--- src/rtl/axi_fifo_wr_arbiter.sv ---
// rtl/axi_fifo_wr_arbiter.sv - round-robin, burst-locked write arbiter in front of an async FIFO
// Optional idle-while-locked watchdog enabled by defining AXI_ARB_WDOG_EN.
module axi_fifo_wr_arbiter #(
    parameter int  NUM_REQ     = 4,
    parameter int  DATA_WIDTH  = 64,
    parameter int  WDOG_CYCLES = 256,
    localparam int ID_WIDTH    = $clog2(NUM_REQ),
    localparam int FIFO_WIDTH  = ID_WIDTH + 1 + DATA_WIDTH
) (
    input  logic                          clk_i,
    input  logic                          rst_i,
    input  logic [NUM_REQ-1:0]            req_valid_i,
    input  logic [NUM_REQ-1:0]            req_last_i,
    input  logic [NUM_REQ*DATA_WIDTH-1:0] req_data_i,
    output logic [NUM_REQ-1:0]            req_ready_o,
    output logic                          fifo_wr_en_o,
    output logic [FIFO_WIDTH-1:0]         fifo_wr_data_o,
    input  logic                          fifo_full_i,
    output logic [ID_WIDTH-1:0]           grant_id_o,
    output logic                          busy_o,
    output logic                          wdog_err_o
);

    if (NUM_REQ < 2 || NUM_REQ > 16 || WDOG_CYCLES < 1 || WDOG_CYCLES > 65535) begin : g_bad_params
        $error("axi_fifo_wr_arbiter: parameter out of range");
    end

    typedef enum logic {
        S_IDLE,
        S_LOCKED
    } state_t;

    state_t                state_q, state_d;
    logic [ID_WIDTH-1:0]   rr_ptr_q, rr_ptr_d;
    logic [ID_WIDTH-1:0]   grant_id_q, grant_id_d;

    logic                  sel_found;
    logic [ID_WIDTH-1:0]   sel_id;
    logic [ID_WIDTH:0]     search_idx;
    logic                  beat_last;
    logic [DATA_WIDTH-1:0] beat_data;
    logic                  xfer;

`ifdef AXI_ARB_WDOG_EN
    logic [15:0]           wdog_q, wdog_d;
    logic                  wdog_err_q, wdog_err_d;
`endif

    function automatic logic [ID_WIDTH-1:0] next_id(input logic [ID_WIDTH-1:0] id);
        return (id == ID_WIDTH'(NUM_REQ - 1)) ? '0 : id + ID_WIDTH'(1);
    endfunction

    // While locked only the owner is eligible; otherwise search valids from rr_ptr upward.
    always_comb begin
        sel_found  = 1'b0;
        sel_id     = '0;
        search_idx = '0;
        if (state_q == S_LOCKED) begin
            sel_found = 1'b1;
            sel_id    = grant_id_q;
        end else begin
            for (int i = 0; i < NUM_REQ; i++) begin
                search_idx = {1'b0, rr_ptr_q} + (ID_WIDTH + 1)'(i);
                if (search_idx >= (ID_WIDTH + 1)'(NUM_REQ)) begin
                    search_idx = search_idx - (ID_WIDTH + 1)'(NUM_REQ);
                end
                if (!sel_found && req_valid_i[search_idx[ID_WIDTH-1:0]]) begin
                    sel_found = 1'b1;
                    sel_id    = search_idx[ID_WIDTH-1:0];
                end
            end
        end
    end

    always_comb begin
        req_ready_o = '0;
        beat_last   = 1'b0;
        beat_data   = '0;
        for (int k = 0; k < NUM_REQ; k++) begin
            if (sel_found && sel_id == ID_WIDTH'(k)) begin
                req_ready_o[k] = !fifo_full_i && !rst_i;
                beat_last      = req_last_i[k];
                beat_data      = req_data_i[k*DATA_WIDTH +: DATA_WIDTH];
            end
        end
    end

    assign xfer           = |(req_valid_i & req_ready_o);
    assign fifo_wr_en_o   = xfer;
    assign fifo_wr_data_o = {sel_id, beat_last, beat_data};
    assign grant_id_o     = grant_id_q;
    assign busy_o         = (state_q == S_LOCKED);

    always_comb begin
        state_d    = state_q;
        rr_ptr_d   = rr_ptr_q;
        grant_id_d = grant_id_q;
`ifdef AXI_ARB_WDOG_EN
        wdog_d     = wdog_q;
        wdog_err_d = wdog_err_q;
`endif
        case (state_q)
            S_IDLE: begin
                if (xfer) begin
                    if (beat_last) begin
                        rr_ptr_d = next_id(sel_id);
                    end else begin
                        state_d    = S_LOCKED;
                        grant_id_d = sel_id;
                    end
                end
            end
            S_LOCKED: begin
                if (xfer && beat_last) begin
                    state_d  = S_IDLE;
                    rr_ptr_d = next_id(grant_id_q);
                end
`ifdef AXI_ARB_WDOG_EN
                // Only cycles where the owner could have sent but did not count as stalled.
                if (xfer) begin
                    wdog_d = '0;
                end else if (!fifo_full_i) begin
                    if (wdog_q == 16'(WDOG_CYCLES - 1)) begin
                        state_d    = S_IDLE;
                        rr_ptr_d   = next_id(grant_id_q);
                        wdog_err_d = 1'b1;
                        wdog_d     = '0;
                    end else begin
                        wdog_d = wdog_q + 16'd1;
                    end
                end
`endif
            end
            default: state_d = S_IDLE;
        endcase
    end

    always_ff @(posedge clk_i or posedge rst_i) begin
        if (rst_i) begin
            state_q    <= S_IDLE;
            rr_ptr_q   <= '0;
            grant_id_q <= '0;
        end else begin
            state_q    <= state_d;
            rr_ptr_q   <= rr_ptr_d;
            grant_id_q <= grant_id_d;
        end
    end

`ifdef AXI_ARB_WDOG_EN
    always_ff @(posedge clk_i or posedge rst_i) begin
        if (rst_i) begin
            wdog_q     <= '0;
            wdog_err_q <= 1'b0;
        end else begin
            wdog_q     <= wdog_d;
            wdog_err_q <= wdog_err_d;
        end
    end

    assign wdog_err_o = wdog_err_q;
`else
    assign wdog_err_o = 1'b0;
`endif

endmodule
--- config.mk ---
export PLATFORM = sky130hd
export DESIGN_NAME = axi_fifo_wr_arbiter
export DESIGN_NICKNAME = d
export VERILOG_FILES = /design/src/rtl/axi_fifo_wr_arbiter.sv
export SDC_FILE = /design/constraint.sdc
export NUM_CORES = 1
export LEC_CHECK = 0
export ABC_AREA = 1
export CORE_AREA = 10 10 125 127
export CTS_CLUSTER_SIZE = 8
export DETAILED_ROUTE_END_ITERATION = 12
export DIE_AREA = 0 0 135 137
export PLACE_DENSITY = 0.71
export SETUP_SLACK_MARGIN = 0.05
export SLEW_MARGIN = 40
export SYNTH_ARGS = -nofsm -noshare
export SYNTH_HDL_FRONTEND = slang
export SYNTH_SLANG_ARGS = --single-unit
export TNS_END_PERCENT = 20
--- constraint.sdc ---
create_clock -name clk_i -period 10.05 [get_ports clk_i]
set_input_delay 2.5125 -clock clk_i [delete_from_list [all_inputs] [get_ports clk_i]]
set_output_delay 2.5125 -clock clk_i [all_outputs]
set_load 0.05 [all_outputs]
## Word level (Yosys, flattened, before mapping)

Cells that the tools add are included.

- Bits in registers: 5
- Bits of input ports: 267
- Output and inout bits: 76
- Word-level logic and storage cells: 99

- Add/subtract/negate cells: 9
- Magnitude comparators: 8
- Eq/ne operators: 7
- Muxes and demuxes: 51
- Bitwise gates (word level): 3
- Reduce and logical (&&, ||, !) cells: 18

Operators with widths:

| cell | number |
|---|---|
| $mux 64 | 4 |
| $mux 2 | 18 |
| $mux 1 | 23 |
| $lt 2x3->1 const B | 4 |
| $ge 3x3->1 const B | 3 |
| $logic_and 1x1->1 | 9 |
| $bmux 1 s2 | 4 |
| $sub 2x1->2 const B | 4 |
| $add 2x2->3 const B | 2 |
| $eq 2x2->1 const B | 3 |
| $reduce_and 3->1 | 2 |
| $logic_not 1->1 | 5 |
| $add 2x1->2 const B | 2 |
| $and 4x4->4 | 1 |
| $ne 2x2->1 const B | 2 |
| $pmux 2 s2 | 1 |
| $reduce_or 4->1 | 1 |
| $add 2x1->3 const B | 1 |
| $ge 2x3->1 const B | 1 |
| $eq 2x1->1 const B | 1 |
| $logic_not 2->1 | 1 |
| $ne 2x1->1 const B | 1 |
| $not 1->1 | 2 |
| $pmux 1 s2 | 1 |

## Longest topological paths before layout

- Word-level depth: 28
- Gate-level depth with buffers: 23
- Gate-level depth less buffers: 22

## Worst setup path before layout

OpenSTA, ideal clock, no wires.

- Path type: in2out
- Start point: in req_valid_i[3]
- End point: out fifo_wr_data_o[1]
- Arrival: 5679 ps
- Required time: 7537 ps
- Path slack: 1858 ps
- Stages on the path: 18
- Path buffers: 2
- Cell sequence: inv_1 -> nand2_1 -> nand3_1 -> nand2_1 -> nor2_4 -> nand3_1 -> nand4_1 -> nand3_1 -> nand2_1 -> inv_1 -> ha_1 -> inv_1 -> clkbuf_1 -> clkbuf_1 -> nand2_1 -> o22ai_1 -> nand2_1 -> a31oi_1

- Longest elaborated chain between the ends: 22
- Elaborated cells between the ends (all ways): 39
- Those cells by class: eq/ne (3); mux (25); reduce/logical (11)

Ends and longest elaborated chain:

| item | RTL line | RTL |
|---|---|---|
| start: declaration | 12 | `input logic [NUM_REQ-1:0] req_valid_i,` |
| $bmux 1 s2 | 67 | `if (!sel_found && req_valid_i[search_idx[ID_WIDTH-1:0]]) begin` |
| $mux 1 (implied by the code) | 67 |  |
| $mux 1 | 67 |  |
| $mux 1 | 58 | `if (state_q == S_LOCKED) begin` |
| $logic_not 1->1 | 67 |  |
| $logic_and 1x1->1 | 67 |  |
| $mux 1 | 67 |  |
| $mux 1 | 58 |  |
| [5 not listed] | n/a |  |
| $logic_and 1x1->1 | 67 |  |
| $mux 2 * | 67 |  |
| $mux 2 * | 58 |  |
| net fifo_wr_data_o[66] | 17 | `output logic [FIFO_WIDTH-1:0] fifo_wr_data_o,` |
| $logic_not 2->1 | 80 | `if (sel_found && sel_id == ID_WIDTH'(k)) begin` |
| $logic_and 1x1->1 | 80 |  |
| $mux 64 (3 in series) | 80 |  |
| $mux 64 * | 80 |  |
| end: declaration | 17 |  |

Mark *: on every way through the listed nets, which the timed path passes. The rest lies on a longest branch. The select of a mux whose other input is x is not followed.

## Worst setup path after layout

- Start point: in req_valid_i[3]
- End point: out fifo_wr_data_o[29]

- Longest elaborated chain between the ends: 22
- Elaborated cells between the ends (all ways): 39
- Those cells by class: eq/ne (3); mux (25); reduce/logical (11)

Ends and longest elaborated chain:

| item | RTL line |
|---|---|
| $bmux 1 s2 | 67 |
| $mux 1 (implied by the code) | 67 |
| $mux 1 | 67 |
| $mux 1 | 58 |
| $logic_not 1->1 | 67 |
| $logic_and 1x1->1 | 67 |
| $mux 1 | 67 |
| $mux 1 | 58 |
| [4 not listed] | n/a |
| $logic_not 1->1 | 67 |
| $logic_and 1x1->1 | 67 |
| $mux 2 | 67 |
| $mux 2 | 58 |
| $logic_not 2->1 | 80 |
| $logic_and 1x1->1 | 80 |
| $mux 64 (3 in series) | 80 |
| $mux 64 * | 80 |

Every way passes the cells marked *; elsewhere a longest branch is shown, timed or not. The select of a mux whose other input is x is not followed.

==> impl_metrics.ini <==
[timing]
hold_viol_final = 0
slew_headroom_pct = 59.0
finalSetupTns_ns = 0
final_max_slew_viol_count = 0
period_share_pct = 90.5
min_period_ns = 9.10
rsz0062_at_grt = no
setup_viol = 0
fin_worst_skew_ns = 0.00265
tightestPinTransition_ns = 0.614
fmax_mhz = 110

[critical_path]
crit_arrival_ns = 6.58
worstPathMaxFanout = 25
worst_setup_path_start_kind = primary input
crit_path_end_kind = output pin
worstSetupPathType = in -> out
required_ns = 7.54

[clock_tree]
cts_tree = built
htreeDepth = 1
clkLatencyLatePin_ns = 0.23
postCtsResizedCells = 0
cts_buffers = 3
cts_hold_buf = 0
clkSlewWorstSetupHoldPaths_ns = 0.03
clockBufferDepth = 2
post_cts_buffers = 0
root_buffer = clkbuf_16
cts.sinks = 5

[synthesis]
yosys.area_share.xor_xnor_pct = 0
synth_edf_count = 0
yosys.area_share.adder_pct = 1.49
yosysUniqueCellTypes = 36
synthMuxAreaShare_pct = 0
syn_nets = 880
synthCells = 609
netlist.top_cell.by_area = nand2_1
synth_top_flop_cell = dfrtp_1
ys_ff_latch = 5
yosys_warnings = 0
synth.area.top_cells = nand2_1 19%, nand3_1 14%, o22ai_2 11%
syn_area_mm2 = 0.00336
yosys.area_share.simple_pct = 45.4
synth_top_family_by_area = simple AND/OR/NAND/NOR gates
async_flop_share_pct = 100
syn_area_per_cell_um2 = 5.51
synth_compound_area_share_pct = 30.0
synth_common_cells = 169 x nand2_1, 91 x nand3_1, 60 x inv_1
netlist.area_leader.share_pct = 18.9
yosys.cell_count.top_type = nand2_1
synth-seq-area-share_pct = 3.73

[hold_path]
hold_path.class = reg -> reg

[route]
drc = 0
detail_route.iter0.violations = 344
ant_nets = 0
drtPass1Iterations = 7
routed_wl_um = 20200
dr_total_vias = 5282
routed_via_density = 4.88
wl_per_cell_um = 18.6

[grt]
grt_pass1_vias = 5115
grt_max_degree = 81
grtUsageTotal_pct = 19.7
antenna_found_initial = 1
grt_pass1_wl_um = 29400
grt_overflow_total = 0

[die]
die_w_um = 135
io_pins = 343
start_util_pct = 25.7
core_area_mm2 = 0.0131
dieHeight_um = 137
die_area_mm2 = 0.0185
num_rows = 42

[final_layout]
multi_input_area_mm2 = 0.00260
layout-drive-gt1-share_pct = 8.39
register_area_um2 = 125
final_nets = 1178
synthToLayoutAreaGrowth_pct = 101
final_cells = 1083
fillers = 1305

[outcome]
status = finished clean

[place]
place.gp.congestion = 0.936
hpwl_um = 16300
placedCellCount = 1078
port_buffers = 341

[job]
max_cap_violations = 0
## state kept, by name (all words and copies together), names as in the netlist
register and count:
busy_o 1, grant_id_o 2, rr_ptr_q 2
## cell type report
| type | count | share of cell area [%] |
|---|---|---|
| inverter | 67 | 3.79 |
| sequential | 5 | 1.85 |
| timing repair buffer | 348 | 51.5 |
| multi-input combinational | 482 | 38.4 |
| tap | 176 | 3.26 |
| antenna | 1 | 0.0370 |
| clock buffer | 4 | 1.17 |
## cells in the final DEF, fill, tap and decap left out, types with 3 or more instances in the layout
master,Yosys,layout
inv_1,60,59
o21ai_2,6,6
nand3_1,91,91
o22ai_1,17,17
dfrtp_1,5,5
buf_4,7,6
nand4_1,6,6
nand3_2,5,5
o22ai_2,29,29
nand2_2,8,8
o21ai_1,31,31
clkbuf_16,0,3
nor2_1,53,53
ha_1,4,3
a31oi_1,46,46
nand2_1,169,169
clkdlybuf4s50_1,0,341
inv_2,5,6
## per-stage QoR
stage                     worst slack (ns)  hold slack [ns]  util, %  cell area [µm²]
after detailed placement              1.00            0.545     51.0             6680
after global placement                1.07            0.548     51.0             6670
after floorplan                       1.86            0.534        -             3360
after CTS                            0.976            0.559     51.6             6760
after global routing                 0.625            0.595     51.7             6760
final                                0.954            0.548     51.7             6760
## worst paths after layout
| check | start | endpoint | slack (ns) | depth (start not counted) |
|---|---|---|---|---|
| setup / recovery | req_valid_i[3] | fifo_wr_data_o[29] | 0.95 | 19 |
| hold / removal | grant_id_o[1] | grant_id_o[1] | 0.55 | 2 |
| setup reg to reg | rr_ptr_q[0] | rr_ptr_q[0] | 6.64 | 21 |
| hold reg to reg | grant_id_o[1] | grant_id_o[1] | 0.55 | 2 |
| max in group asynchronous | rst_i | grant_id_o[0] | 7.37 | 2 |
| min in group asynchronous | rst_i | rr_ptr_q[1] | 2.51 | 2 |
## cells by family (layout without fill, tap and decap cells)
logic type | Yosys count | after routing
buffers and inverters | 122 | 419
flip-flops | 5 | 5
AO/OA/AOI/OAI | 136 | 136
adder cells (fa/ha/maj) | 4 | 4
AND/OR/NAND/NOR | 341 | 341
other | 1 | 2
## per-layer routing
layer | part of all wire, % | routed length, µm | up-vias | global-route usage (%)
met2 | 52 | 10400 | 268 | 37.1
met5 | 0 | 0 | - | 0
met1 | 38 | 7580 | 2356 | 21.4
met4 | 1.2 | 242 | 0 | 3.23
met3 | 9.5 | 1930 | 14 | 6.01
li1 | - | - | 2644 | -
## worst max-delay path, stage by stage
cell and delay [ns]:
clkdlybuf4s50_1 0.44, inv_1 0.07, nand2_1 0.07, nand3_1 0.12
nand2_1 0.12, nor2_4 0.16, nand3_1 0.12, inv_1 0.09
o21ai_0 0.08, nand3_1 0.08, nand2_1 0.11, inv_1 0.15
ha_1 0.26, nand2_2 0.38, buf_4 0.42, o22ai_2 0.18
nand2_1 0.07, a31oi_1 0.25, clkdlybuf4s50_1 0.87
Power is not shown: default switching activity piles up to over one toggle a cycle in this logic, so the estimate is an artifact.
==> RTL change 1: new RTL, config.mk and constraints unchanged <==
Add a define of `AXI_ARB_WDOG_EN`.
--- a/src/rtl/axi_fifo_wr_arbiter.sv
+++ b/src/rtl/axi_fifo_wr_arbiter.sv
@@ -1,5 +1,7 @@
 // rtl/axi_fifo_wr_arbiter.sv - round-robin, burst-locked write arbiter in front of an async FIFO
 // Optional idle-while-locked watchdog enabled by defining AXI_ARB_WDOG_EN.
+`define AXI_ARB_WDOG_EN
+
 module axi_fifo_wr_arbiter #(
     parameter int  NUM_REQ     = 4,
     parameter int  DATA_WIDTH  = 64,
Function: no difference found for any inputs over 4 cycles, from zero or initial values and one cycle with rst_i high; that may be too few to reach the edited logic, so the function may still have changed.
==> RTL change 1 against the original RTL <==
- synthesized area is 14% higher
- sequential cell count is 17 higher
- worst hold slack worse by 0.080 ns
- count of clock-buffer cells in the layout stayed put
- design area is 10% higher
- routed wire length is 19% higher
- setup slack worse by 0.079 ns
Power is not shown: default switching activity piles up to over one toggle a cycle in this logic, so the estimate is an artifact.
==> RTL change 1: results (changes against the original RTL) <==
- Status: finished, final reports clean
- Post-CTS Setup Bufs: 0 (unchanged)
- GRT Util Overall: 23.4% (+3.7 points)
- Max stage delay cell, worst path: clkdlybuf4s50_1
- Cell count of the worst hold path: 2 (unchanged)
- Biggest register: wdog_q
- Port buffer count: 342 (+0.29%)
- Worst reg2reg path depth: 20 (-4.8%)
- Worst setup endpoint: fifo_wr_data_o[35]
- Async set-or-reset flop fraction in the synthesized netlist: 100% (unchanged)
- Root Buffer: clkbuf_16
- Final hold vios: 0 (unchanged)
- Number of global-route vias before repair: 5408 (+5.7%)
- Pin count of the biggest net entering global routing: 70 (-14%)
- Cell type group with the largest total delay on the critical path: buffers and inverters
- Syn nets: 1004 (+14%)
- Predominant post-synthesis flop cell: dfrtp_1
- Worst reg2reg path endpoint: grant_id_o[0]
- Slowest Stage Delay on Critical Path: 0.85 ns (-0.02 ns)
- GPL Wtd Cong: 0.943 (+0.78%)
- Yosys cell types: 38 (+5.6%)
- Max reg flops: 16
- Cts repair resizes: 0 (unchanged)
- Post-synth top cells: 298 x nand2_1, 80 x nor2_1, 60 x a31oi_1
- CP arrival: 6.66 ns (+0.08 ns)
- Yosys warning count: 0 (unchanged)
- Reg clk slew, reported paths: 0.06 ns (+0.03 ns)
- Setup crit start: req_valid_i[1]
- Synth area leaders: nand2_1 29%, dfrtp_1 14%, a31oi_1 9.8%
- H-tree depth: 1 (unchanged)
- Initial antenna violation count: 13 (+12)
- Via Count: 5893 (+12%)
- Hold Startpoint: wdog_err_o
- Nets: 1309 (+11%)
- CTS Buf Count: 3 (unchanged)
- Class of the worst hold path: reg -> reg
- Clk buf depth: 2 (unchanged)
- Layout Skew: 0.00402 ns (+0.00137 ns)
- Worst slew pin tran: 0.578 ns (-0.0359 ns)
- Clock Latency Late Sink: 0.26 ns (+0.03 ns)
- R2R Setup Slk: 6.44 ns (-0.20 ns)
- HPWL Detailed: 20300 µm (+25%)
- DR pass1 iterations: 5 (-2)
- Worst R2R Start: rr_ptr_q[0]
- Post-DR wirelength/cell: 19.7 µm (+5.7%)
- Global-route wire length before repair: 33600 µm (+14%)
- Share of layout cells above drive strength 1: 4.35% (-4.0 points)
- Seq/Total Area, Yosys: 14.3% (+11 points)
- Critical-path maximum fanout: 50 (+100%)
- 1st-iter DRT viols: 478 (+39%)
==> RTL change 1: changes by cell type after synthesis, moves of 14 or more <==
cell	change
nand2_1	+129
nand3_1	-57
o22ai_2	-29
o21ai_0	+28
nor2_1	+27
inv_1	-21
dfrtp_1	+17
o22ai_1	-17
o21ai_1	+16
a31oi_1	+14
==> RTL change 1: worst min-delay path, stage by stage (launching register included) <==
cell,delay (ns)
dfrtp_1,0.34
inv_1,0.05
nand2_1,0.05
==> RTL change 1: cell families after synthesis <==
| kind of cell | after synthesis | synth area share [%] |
|---|---|---|
| flops | 22 | 14.3 |
| fa+ha+maj | 6 | 1.96 |
| simple gates | 446 | 47.8 |
| buf+inv | 97 | 11.6 |
| compound gates | 155 | 23.2 |
| xor+xnor | 5 | 1.14 |
==> RTL change 1: area by class of cell <==
type,instances,area (µm²)
Tap cell,176,220
Sequential cell,22,551
Fill cell,1291,5650
Timing Repair Buffer,350,3530
Inverter,47,188
Clock buffer,4,88.8
Antenna cell,7,17.5
Multi-Input combinational cell,612,2850
==> RTL change 1: layer usage <==
| layer | track usage, % | vias to the layer above | routed length [µm] |
|---|---|---|---|
| met2 | 39.8 | 251 | 11700 |
| met5 | 0 | - | 92 |
| met4 | 3.53 | 12 | 303 |
| li1 | - | 3023 | - |
| met1 | 28.3 | 2578 | 9500 |
| met3 | 8.14 | 29 | 2370 |
==> RTL change 1: how the worst min path moves through the flow <==
stage	to	slack [ns]
after floorplan	wdog_q[3]	0.46
after global placement	wdog_err_o	0.45
after detailed placement	wdog_err_o	0.45
after CTS	wdog_err_o	0.47
after global routing	wdog_err_o	0.51
final	wdog_err_o	0.47
==> RTL change 1: stage by stage <==
| stage | cell area [µm²] | setup WS, ns | cells |
|---|---|---|---|
| 2_1_floorplan | 3840 | 1.97 | 731 |
| 5_1_grt | 7430 | 0.466 | 1215 |
| 4_1_cts | 7420 | 0.906 | 1211 |
| 3_5_place_dp | 7330 | 0.922 | 1207 |
| 6_report | 7440 | 0.875 | 1218 |
| 3_3_place_gp | 7330 | 1.00 | 1207 |
==> RTL change 2: new RTL, same settings <==
Made on the original files. Set the parameter `NUM_REQ` to 8 (it was 4).
--- a/src/rtl/axi_fifo_wr_arbiter.sv
+++ b/src/rtl/axi_fifo_wr_arbiter.sv
@@ -1,7 +1,7 @@
 // rtl/axi_fifo_wr_arbiter.sv - round-robin, burst-locked write arbiter in front of an async FIFO
 // Optional idle-while-locked watchdog enabled by defining AXI_ARB_WDOG_EN.
 module axi_fifo_wr_arbiter #(
-    parameter int  NUM_REQ     = 4,
+    parameter int  NUM_REQ     = 8,
     parameter int  DATA_WIDTH  = 64,
     parameter int  WDOG_CYCLES = 256,
     localparam int ID_WIDTH    = $clog2(NUM_REQ),
Interface: changed (6 resized); port bits go from 343 to 613. The function was not compared with the original's and may differ.
==> RTL change 2 against the original RTL <==
- the run now fails in 3_2_place_iop
- synthesized area increased by 100%
==> RTL change 2: results (changes against the original RTL) <==
- Predominant post-synthesis flop cell: dfrtp_1
- Syn nets: 1856 (+110%)
- Yosys cell types: 46 (+28%)
- Yosys warning count: 0 (unchanged)
- Seq/Total Area, Yosys: 2.59% (-1.1 points)
- Status: did not finish
- Failing step: 3_2_place_iop
- FF+latch count, synth: 7 (+2)
- Err: [ERROR PPL-0024] Number of IO pins (613) exceeds maximum number of available positions (484). Increase the die perimeter from 544.00um to 833.68um.
- Syn Inst Count: 1315 (+120%)
- Synth area leaders: nand3_1 41%, nand2_1 19%, or2_0 8.0%
- Post-synth top cells: 547 x nand3_1, 337 x nand2_1, 86 x or2_0
- Async set-or-reset flop fraction in the synthesized netlist: 100% (unchanged)
- # rows: 42 (unchanged)
## RTL change 2: cell families after synthesis
group / Yosys count / share of synthesized area [%]
fa+ha+maj: 10 / 1.85
other cells: 1 / 0.0555
flops: 7 / 2.59
buf+inv: 144 / 9.89
compound gates: 18 / 1.78
simple gates: 1130 / 83.0
xor+xnor: 5 / 0.871
